[src/rtl/fetch_prefetch.sv]
// fetch_prefetch
//   Instruction fetch front-end for the boot/program ROM (512x32 block RAM
//   with a 1-cycle registered read). It drives one ROM read port, tracks the
//   single read in flight and buffers returned words together with their byte
//   PC in a small shift queue. Decode pops the queue head through a
//   valid/ready handshake. Branch/jump redirects flush everything and restart
//   fetch. An illegal fetch PC halts the block in a FAULT state.
//
// Ports
//   clk_i          clock
//   rst_i          synchronous reset, active-high
//   rom_en_o       ROM read enable (one word per cycle at most)
//   rom_addr_o     ROM word index of the current fetch PC
//   rom_data_i     ROM read data, valid the cycle after rom_en_o
//   redirect_i     load redirect_pc_i as the new fetch PC, flush queue and read
//   redirect_pc_i  byte address to redirect to
//   inst_valid_o   queue head holds an instruction
//   inst_o         queue head instruction word
//   inst_pc_o      byte PC of the queue head
//   inst_ready_i   decode accepts the head this cycle
//   fault_o        fetch halted on a misaligned or out-of-window PC
module fetch_prefetch #(
  parameter int unsigned ADDR_W   = 9,
  parameter int unsigned DEPTH    = 2,
  parameter logic [31:0] ROM_BASE = 32'h0000_0000,
  parameter logic [31:0] RESET_PC = 32'h0000_0000
) (
  input  logic              clk_i,
  input  logic              rst_i,
  output logic              rom_en_o,
  output logic [ADDR_W-1:0] rom_addr_o,
  input  logic [31:0]       rom_data_i,
  input  logic              redirect_i,
  input  logic [31:0]       redirect_pc_i,
  output logic              inst_valid_o,
  output logic [31:0]       inst_o,
  output logic [31:0]       inst_pc_o,
  input  logic              inst_ready_i,
  output logic              fault_o
);

  localparam int CNT_W = $clog2(DEPTH + 1);

  typedef enum logic {
    ST_RUN,
    ST_FAULT
  } state_e;

  state_e            state_q;
  logic [31:0]       fetchPc_q;
  logic              inflight_q;
  logic [31:0]       inflightPc_q;
  logic [CNT_W-1:0]  count_q;
  logic [31:0]       qInst_q [DEPTH];
  logic [31:0]       qPc_q   [DEPTH];

  logic              fetchLegal;
  logic              redirectLegal;
  logic              pop;
  logic              push;
  logic              issue;
  int                occupancy;
  int                pushIdx;

  // A PC is fetchable only if word aligned and inside the ROM window; the
  // window check compares every address bit above the word index, so the
  // fetch PC stepping one word past the end becomes illegal instead of
  // wrapping back to word 0.
  assign fetchLegal    = (fetchPc_q[1:0] == 2'b00) &&
                         (fetchPc_q[31:ADDR_W+2] == ROM_BASE[31:ADDR_W+2]);
  assign redirectLegal = (redirect_pc_i[1:0] == 2'b00) &&
                         (redirect_pc_i[31:ADDR_W+2] == ROM_BASE[31:ADDR_W+2]);

  // Handshake and issue decisions. A read is only issued if, counting the
  // word already in flight and the word leaving this cycle, the queue still
  // has room for it when it returns; that is what keeps the queue from ever
  // overflowing. Reset and redirect both suppress pop, push and issue.
  always_comb begin
    pop       = 1'b0;
    push      = 1'b0;
    issue     = 1'b0;
    occupancy = 0;
    pushIdx   = 0;
    pop       = inst_valid_o & inst_ready_i & ~redirect_i & ~rst_i;
    push      = inflight_q & ~redirect_i & ~rst_i;
    occupancy = int'(count_q) + int'(inflight_q) - int'(pop);
    pushIdx   = int'(count_q) - int'(pop);
    issue     = ~rst_i & ~redirect_i & (state_q == ST_RUN) & fetchLegal &
                (occupancy < int'(DEPTH));
  end

  // The ROM samples its address on the same edge as our issue, so enable and
  // address come straight from the current fetch PC. Entry 0 of the shift
  // queue is the head, so the instruction outputs are plain register reads.
  assign rom_en_o     = issue;
  assign rom_addr_o   = rst_i ? '0 : fetchPc_q[ADDR_W+1:2];
  assign inst_valid_o = (count_q != '0);
  assign inst_o       = qInst_q[0];
  assign inst_pc_o    = qPc_q[0];
  assign fault_o      = (state_q == ST_FAULT);

  // Fetch state machine, in-flight tracking and prefetch queue. A redirect
  // overrides everything except reset: it empties the queue, drops the word
  // returning this cycle and either restarts fetch or parks in FAULT. In
  // normal operation the queue shifts down on a pop, and a returning word is
  // written into the first free slot after that shift. RUN drops into FAULT
  // only once the fetch PC is illegal and nothing is left queued or pending,
  // so words fetched before the end of the window still drain to decode.
  always_ff @(posedge clk_i) begin
    if (rst_i) begin
      state_q      <= ST_RUN;
      fetchPc_q    <= RESET_PC;
      inflight_q   <= 1'b0;
      inflightPc_q <= '0;
      count_q      <= '0;
      for (int i = 0; i < int'(DEPTH); i++) begin
        qInst_q[i] <= '0;
        qPc_q[i]   <= '0;
      end
    end else begin
      inflight_q <= issue;
      if (issue) begin
        inflightPc_q <= fetchPc_q;
      end
      if (redirect_i) begin
        count_q   <= '0;
        fetchPc_q <= redirect_pc_i;
        state_q   <= redirectLegal ? ST_RUN : ST_FAULT;
      end else begin
        count_q <= count_q + CNT_W'(push) - CNT_W'(pop);
        if (issue) begin
          fetchPc_q <= fetchPc_q + 32'd4;
        end
        if ((state_q == ST_RUN) && !fetchLegal && (count_q == '0) && !inflight_q) begin
          state_q <= ST_FAULT;
        end
        if (pop) begin
          for (int i = 0; i < int'(DEPTH) - 1; i++) begin
            qInst_q[i] <= qInst_q[i+1];
            qPc_q[i]   <= qPc_q[i+1];
          end
        end
        if (push) begin
          for (int i = 0; i < int'(DEPTH); i++) begin
            if (i == pushIdx) begin
              qInst_q[i] <= rom_data_i;
              qPc_q[i]   <= inflightPc_q;
            end
          end
        end
      end
    end
  end

endmodule

[config.mk]
export PLATFORM = sky130hd
export DESIGN_NAME = fetch_prefetch
export DESIGN_NICKNAME = d
export VERILOG_FILES = /design/src/rtl/fetch_prefetch.sv
export SDC_FILE = /design/constraint.sdc
export NUM_CORES = 1
export LEC_CHECK = 0
export ABC_CLOCK_PERIOD_IN_PS = 3800
export BUFFER_PORTS_ARGS = -buffer_cell sky130_fd_sc_hd__buf_4
export CELL_PAD_IN_SITES_DETAIL_PLACEMENT = 2
export CELL_PAD_IN_SITES_GLOBAL_PLACEMENT = 2
export CORE_MARGIN = 2
export CORE_UTILIZATION = 36
export CTS_CLUSTER_DIAMETER = 80
export DETAILED_ROUTE_END_ITERATION = 8
export GPL_ROUTABILITY_DRIVEN = 0
export PLACE_DENSITY_LB_ADDON = 0.1
export SKIP_LAST_GASP = 1
export SLEW_MARGIN = 15
export SYNTH_ARGS = -nofsm -noshare
export SYNTH_HDL_FRONTEND = slang
export SYNTH_SLANG_ARGS = --single-unit
[constraint.sdc]
create_clock -name clk_i -period 3.8 [get_ports clk_i]
set_input_delay 0.19 -clock clk_i [delete_from_list [all_inputs] [get_ports clk_i]]
set_output_delay 0.19 -clock clk_i [all_outputs]
set_load 0.005 [all_outputs]
* Word level (Yosys, flattened, before mapping)
Memories as Yosys holds them, arrays and structs flattened.
Cells that the tools add are included.
** Storage, ports and cells
- Bits of input ports :: 68
- Logic and storage cells :: 78
- ROM bits :: 0
- Bits in writable memories :: 128
- Memories :: 2
- Flip-flop bits (word level) :: 68
- Latch bits :: 0
- Output and inout bits :: 76
** Memory list
- qInst_q :: depth 2, bits a word 32, rd ports 2, clocked after memory_dff 0, wr ports 2, RTL line 54 : logic [31:0] qInst_q [DEPTH];
- qPc_q :: depth 2, bits a word 32, rd ports 2, clocked after memory_dff 0, wr ports 2, RTL line 55 : logic [31:0] qPc_q [DEPTH];
** Cells by class
- Multiplexer cells :: 28
- Shifts and indexed selects :: 0
- Order comparisons :: 1
- $mul :: 0
- Reductions and logical operators :: 17
- Equal/unequal tests :: 1
- Bitwise logic cells :: 18
- Divide/modulo/power cells :: 0
- $add $sub $neg :: 6
** Operators with widths (count)
- $mux 32 :: 8
- $logic_not 21->1 :: 2
- $add 32x3->32 const B :: 1
- $logic_not 32->1 :: 1
- $mux 1 :: 19
- $and 1x1->1 :: 9
- $mux 9 :: 1
- $logic_not 2->1 :: 3
- $or 1x1->1 :: 6
- $reduce_bool 2->1 :: 3
- $logic_and 1x1->1 :: 5
- $lt 4x3->1 const B :: 1
- $sub 3x1->4 :: 1
- $add 2x1->3 :: 1
- $eq 2x3->1 const A :: 1
- $not 1->1 :: 3
- $sub 2x1->3 :: 1
- $add 2x1->2 :: 1
- $logic_not 1->1 :: 2
- $reduce_or 2->1 :: 1
- $sub 2x1->2 :: 1

* Logic depth before layout (Yosys ltp)
Gate-level depths: netlist of the first run.
- Depth after elaboration :: 12
- Gate-level depth with buffers :: 14
- Depth with buffers taken out :: 12

* Worst setup path before layout of the first run
No wires, ideal clock.
- Path type :: register -> register
- Start :: reg count_q[1]
- End :: mem qInst_q[0][0] (enable)
- Path slack :: 0.323 ns
- Clock period less this slack :: 3.477 ns
- Required time :: 3.376 ns
- Data arrival time :: 3.052 ns
- Path buffers :: 1
- Library setup time :: 0.424 ns
- Cell stages (with the launch flop) :: 8
- Cell sequence :: dfxtp_1 > inv_1 > nand2_1 > and3_1 > ha_1 > nor3b_1 > buf_2 > or3_1
** RTL lines
- from (decl) :: RTL line 53 : logic [CNT_W-1:0] count_q;
- from (signal assigned) :: RTL line 130 : count_q <= count_q + CNT_W'(push) - CNT_W'(pop);
- to (decl) :: RTL line 54

* Worst setup path in the final report of the first run
- Start :: reg count_q[1]
- End :: out rom_en_o
** On the way
- Longest elaborated chain between the ends :: 7
- Elaborated cells on any way between the ends :: 8
- Those cells by class :: add/sub: 2; order compare: 1; bitwise: 4; reduce/logical: 1
** RTL lines
- $reduce_bool 2->1 :: RTL line 97 : assign inst_valid_o = (count_q != '0);
- $and 1x1->1 (3 in series) :: RTL line 84 : pop = inst_valid_o & inst_ready_i & ~redirect_i & ~rst_i;
- $sub 3x1->4 (*) :: RTL line 86 : occupancy = int'(count_q) + int'(inflight_q) - int'(pop);
- $lt 4x3->1 (*) :: RTL line 89 : (occupancy < int'(DEPTH));
- $and 1x1->1 (*) :: RTL line 88 : issue = ~rst_i & ~redirect_i & (state_q == ST_RUN) & fetchLegal &
- to (decl) :: RTL line 30 : output logic rom_en_o,
Every way passes the cells marked *; elsewhere a longest branch is shown, timed or not.

==> results of run 1 <==
[synthesized netlist by cell type (all sizes together), types with 2 or more instances]
cell type	count	share of area [%]
a211oi	2	0.18
a21oi	77	4.6
a22oi	2	0.18
a31oi	4	0.30
a32oi	2	0.21
and2	2	0.15
and3	24	1.8
and4	2	0.22
buf	80	6.6
clkbuf	30	1.3
dfxtp	68	16
edfxtp	128	46
ha	7	1.0
inv	8	0.36
mux2i	23	2.7
nand2	158	7.0
nand3	8	0.53
nand4	4	0.30
nor2	28	1.4
nor2b	73	5.4
nor3	4	0.24
nor4	9	0.67
nor4b	2	0.21
o211ai	2	0.18
or3	4	0.30
or4	3	0.36
xnor2	3	0.31
xor2	2	0.21
[where the power goes]
| part | internal (mW) | leakage (nW) | switching, mW |
|---|---|---|---|
| Combinational | 0.128 | 1.77 | 0.127 |
| Sequential | 2.33 | 1.85 | 0.0372 |
| Clock | 0.932 | 0.278 | 0.824 |
[worst register-to-register path, stage by stage (launching register included)]
cell	delay, ns
dfxtp_2	0.37
inv_1	0.17
nand2_1	0.14
and3_2	0.29
ha_1	0.34
nand2b_1	0.21
fa_1	0.50
nor4b_2	0.19
a22o_1	0.25
nand3_4	0.19
or4_1	0.54
a21oi_1	0.15
[cells by family (layout without fill, tap and decap cells)]
kind of cell    count (synthesis)  count (layout)  share of synthesized area (%)
flops                         196             196                          61.82
xor+xnor                        5               5                         0.5202
buf+inv                       119             199                          8.337
fa+ha+maj                       8               8                          1.278
compound gates                 98              98                          6.465
mux                            23              23                          2.734
simple gates                  324             324                          18.84
[metal layers]
| metal | wire, µm | share of wire, % |
|---|---|---|
| met1 | 9149 | 44 |
| met4 | 182 | 0.88 |
| met3 | 744 | 3.6 |
| met5 | 0 | 0 |
| met2 | 10690 | 51 |
[final timing paths]
kind	end	slack (ns)	cells after the start
hold reg to reg	inflightPc_q[9]	0.47	2
setup reg to reg	fetchPc_q[11]	0.41	11
setup / recovery	rom_en_o	0.25	11
hold / removal	fetchPc_q[19]	0.02	3
[sequential cells by signal (all words and copies together), names as in the netlist]
register	cells
qInst_q	64
qPc_q	64
fetchPc_q	32
inflightPc_q	32
count_q	2
fault_o	1
inflight_q	1
[area by class of cell]
| class | count | area (µm²) |
|---|---|---|
| well taps | 313 | 391.6 |
| inverters | 9 | 38.79 |
| multi-input cells | 458 | 2557 |
| clock inverters | 11 | 87.58 |
| clock buffers | 21 | 483.0 |
| fillers | 2396 | 12790 |
| flip-flops and latches | 196 | 5206 |
| repair buffers | 158 | 1224 |
[repair_timing]
action                                 in CTS  in global routing
setup buffers                               0                  0
setup endpoints to repair                   3                  2
endpoints found under the hold margin       5                  0
hold buffers                                5                  0
gates resized for setup                     4                  2
==> summary.txt, run 1 <==
Slew headroom = 35.84%
fin crit period = 3.547 ns
antenna violation net count after detailed routing = 0
CP Capture Type = output port
# Max-Cap Violations = 0
Top FF cell, synth = edfxtp_1
Die Area = 0.02463 mm²
hold path start = redirect_pc_i[19]
Clock Tree Root = clkbuf_16
number of H-tree levels = 4
Max Root-Sink Buffers = 2
first-pass GRT wire length = 33.29 mm
Post-synth ARST share = 0%
share of cells above drive strength 1 = 23.21%
Die Y = 156.9 µm
worst hold path class = in -> reg
Synth Instances = 773
met2 usage = 31.16%
vias per inst = 4.902
Critical path origin = count_q[1]
post-synthesis sequential area ratio = 61.82%
crit-path max FO = 16
CP max stage delay = 0.44 ns
initial DRC count = 250
Final #Nets = 916
Final Util = 43.85%
Netlist Area Pre-Place = 0.008419 mm²
vias = 5,716
# placed instances = 1,129
commonest cells after routing, fill and taps aside = nand2_1, buf_4, edfxtp_1, a21oi_1, nor2b_1
final worst slack = 0.2534 ns
met3 GRT Util = 3.744%
syn_nets = 849
setup TNS = 0 ns
width of the die = 156.9 µm
post-route cell area = 0.009988 mm²
Setup-failing EPs final = 0
IO Count = 144
max frequency = 0.2820 GHz
routed length per instance = 17.81 µm
outcome = finished, final reports clean
drc violations = 0
Syn Area/Cell = 10.89 µm²
IO buf count = 143
Final Hold Viols = 0
Worst-Skew Late Latency = 0.43 ns
global route overflow = 0
RSZ-0062 raised after global routing = false
PnR Total Power = 4.381 mW
Cell variety after synth = 50
Sink Count = 196
area post-placement = 0.009346 mm²
Max VDD drop = 236.7 µV
DR pass1 iterations = 7
crit share post-route = 93.33%
CTS tree = done
DRT Wirelength = 20.77 mm
CP delay by family, top = simple AND/OR/NAND/NOR gates
DP Worst Slack = -0.009814 ns
RR Startpoint = count_q[1]
Std-Cell Rows = 55
hpwl dp = 13.37 mm
antenna violations before repair = 0
largest net degree at the start of global routing = 129
Post-synth EDFFs = 128
area of the core = 0.02278 mm²
final cell count without fillers = 1,166
Leakage = 3.902 nW
commonest non-fill, non-tap cell in the layout = nand2_1
synth warn = 0
diode count = 0
Layout area overhead = 18.64%
Most Crowded Layer GR = met2
Slew Limit Fails = 0
grt met1 use = 21.15%
pwr dens = 438.6 mW/mm²
GRT Util Overall = 17.34%
clk_skew = 0.01682 ns
vias in the first global route = 6,312
Min Hold Slack = 0.01686 ns
register bit count reported by yosys = 196
total CTS buffers = 17
Critical Path RT = 3.61 ns
CP max-delay cell = fa_1
Slew @ Worst Pin = 0.9625 ns
Crit Path Category = reg -> out
Worst-path clk slew = 0.07 ns
Worst EP arrival = 3.36 ns
CP bufs+invs = 3
initial core utilization = 36.96%
CP Launch Type = flip-flop
critical path cell sequence = inv_1 -> nand2_1 -> and3_2 -> ha_1 -> nand2b_1 -> fa_1 -> nor4b_2 -> a22o_1 -> nand3_4 -> clkinv_4 -> buf_4
Note: power is estimated with default switching activity, not from simulation.
==> inputs of run 2 (changes only) <==
--- a/config.mk
+++ b/config.mk
@@ -16,3 +16,3 @@
 export GPL_ROUTABILITY_DRIVEN = 0
-export PLACE_DENSITY_LB_ADDON = 0.1
+export PLACE_DENSITY = 0.76
 export SKIP_LAST_GASP = 1
--- a/constraint.sdc
+++ b/constraint.sdc
@@ -3,2 +3,2 @@
 set_output_delay 0.19 -clock clk_i [all_outputs]
-set_load 0.005 [all_outputs]
+set_load 0.1 [all_outputs]
==> summary.txt, run 2 (synthesis results as in run 1) <==
largest net degree at the start of global routing = 65 (-50%)
CP bufs+invs = 3 (unchanged)
GRT Util Overall = 17.88% (+0.55 points)
commonest non-fill, non-tap cell in the layout = nand2_1
Std-Cell Rows = 55 (unchanged)
Worst EP arrival = 3.42 ns (+0.06 ns)
CTS tree = done
Slew headroom = 38.26% (+2.4 points)
Final #Nets = 926 (+1.1%)
CP Capture Type = output port
worst hold path class = in -> reg
Leakage = 3.986 nW (+2.1%)
initial DRC count = 235 (-6.0%)
fin crit period = 3.614 ns (+0.06782 ns)
Layout area overhead = 20.63%
DR pass1 iterations = 4 (-3)
drc violations = 0 (unchanged)
Crit Path Category = reg -> out
Final Hold Viols = 0 (unchanged)
# placed instances = 1,133 (+0.35%)
area of the core = 0.02278 mm² (unchanged)
first-pass GRT wire length = 34.29 mm (+3.0%)
DRT Wirelength = 21.66 mm (+4.3%)
pwr dens = 467.0 mW/mm² (+6.5%)
Slew Limit Fails = 0 (unchanged)
vias in the first global route = 6,464 (+2.4%)
number of H-tree levels = 4 (unchanged)
PnR Total Power = 4.743 mW (+8.3%)
Setup-failing EPs final = 0 (unchanged)
clk_skew = 0.01697 ns (+0.0001535 ns)
Min Hold Slack = 0.02385 ns (+0.006997 ns)
area occupied by multi-input gates = 0.002550 mm² (-0.29%)
Clock Tree Root = clkbuf_16
Die Area = 0.02463 mm² (unchanged)
CP Launch Type = flip-flop
Worst-Skew Late Latency = 0.44 ns (about the same)
CP delay by family, top = simple AND/OR/NAND/NOR gates
diode count = 0 (unchanged)
hpwl dp = 14.28 mm (+6.8%)
Slew @ Worst Pin = 0.9261 ns (-0.03631 ns)
Seq. cell area = 0.005206 mm² (unchanged)
Worst-path clk slew = 0.08 ns (about the same)
outcome = finished, final reports clean
Largest regs = qInst_q: 64 flops, qPc_q: 64 flops
crit-path max FO = 10 (-6)
Critical Path RT = 3.61 ns (about the same)
antenna violations before repair = 0 (unchanged)
crit share post-route = 95.12% (+1.8 points)
CP max stage delay = 0.51 ns (+0.07 ns)
commonest cells after routing, fill and taps aside = nand2_1, buf_4, edfxtp_1, a21oi_1, nor2b_1
IO Count = 144 (unchanged)
vias = 5,836 (+2.1%)
initial core utilization = 36.96% (unchanged)
global route overflow = 0 (unchanged)
critical path cell sequence = inv_1 -> nand2_2 -> and3_2 -> ha_1 -> nand2b_1 -> fa_1 -> nor4b_1 -> a22o_1 -> nand3_4 -> inv_4 -> buf_8
Max VDD drop = 258.0 µV (+9.0%)
Die Y = 156.9 µm (unchanged)
share of cells above drive strength 1 = 23.64% (+0.43 points)
final cell count without fillers = 1,176 (+0.86%)
CP max-delay cell = fa_1
routed length per instance = 18.42 µm (+3.4%)
# fillers = 2,325 (-3.0%)
# Max-Cap Violations = 0 (unchanged)
Max Root-Sink Buffers = 2 (unchanged)
antenna violation net count after detailed routing = 0 (unchanged)
width of the die = 156.9 µm (unchanged)
IO buf count = 143 (unchanged)
Sink Count = 196 (unchanged)
Post-CTS Setup Bufs = 0 (unchanged)
max frequency = 0.2767 GHz (-1.9%)
total CTS buffers = 17 (unchanged)
vias per inst = 4.963 (+1.2%)
-- run 2: cell types whose count changed in the layout (fill, tap and decap cells not counted), moves of 2 or more --
| cell | before | now |
|---|---|---|
| dlygate4sd3_1 | 5 | 11 |
| inv_8 | 1 | 7 |
| clkinv_8 | 0 | 3 |
| inv_6 | 4 | 1 |
| buf_12 | 2 | 4 |
| clkbuf_1 | 2 | 0 |
| clkbuf_16 | 19 | 17 |
| clkinvlp_4 | 2 | 0 |
-- run 2: where the power goes --
part	switching, mW	internal (mW)	leakage [nW]
clock network	0.929	0.966	0.307
registers	0.0387	2.33	1.85
logic	0.341	0.135	1.82
-- run 2: timing repair --
action | CTS | global route
hold buffers | 11 | 0
hold endpoints to repair | 11 | 0
gates resized for setup | 3 | 4
setup endpoints to repair | 1 | 1
pin swaps | 0 | 0
-- run 2: worst min-delay path, delay by kind of cell --
family                 cells  cell delay, ns
buffers and inverters      1            0.09
AND/OR/NAND/NOR            1            0.08
multiplexers               1            0.07
-- run 2: routing by layer --
metal | global-route usage (%) | routed length [µm]
met5 | 0 | 0
met4 | 4.500 | 174
met3 | 3.359 | 858
met2 | 31.50 | 10780
met1 | 22.65 | 9852
-- run 2: metrics by stage --
step / TNS [ns] / util, % / area [µm²] / worst slack (ns)
2_1_floorplan: 0 / - / 8424 / 0.1199
3_3_place_gp: 0 / 41.27 / 9400 / 0.5309
3_5_place_dp: 0 / 41.27 / 9400 / 0.2111
4_1_cts: 0 / 44.53 / 10140 / 0.02590
5_1_grt: -0.01483 / 44.59 / 10160 / -0.01483
6_report: 0 / 44.59 / 10160 / 0.1856
-- run 2: final cells by class --
| cell class | instances | area share (%) |
|---|---|---|
| clock buffers | 17 | 4.189 |
| well taps | 313 | 3.856 |
| multi-input cells | 458 | 25.11 |
| flip-flops and latches | 196 | 51.26 |
| repair buffers | 168 | 13.26 |
| clock inverters | 15 | 1.971 |
| inverters | 9 | 0.3573 |
-- run 2: worst paths after layout --
path / start / endpoint / slack [ns] / cells after the start
hold reg to reg: inflightPc_q[10] / inflightPc_q[10] / 0.47 / 2
setup / recovery: count_q[1] / rom_en_o / 0.19 / 11
setup reg to reg: count_q[1] / fetchPc_q[11] / 0.42 / 11
hold / removal: redirect_pc_i[30] / fetchPc_q[30] / 0.02 / 3
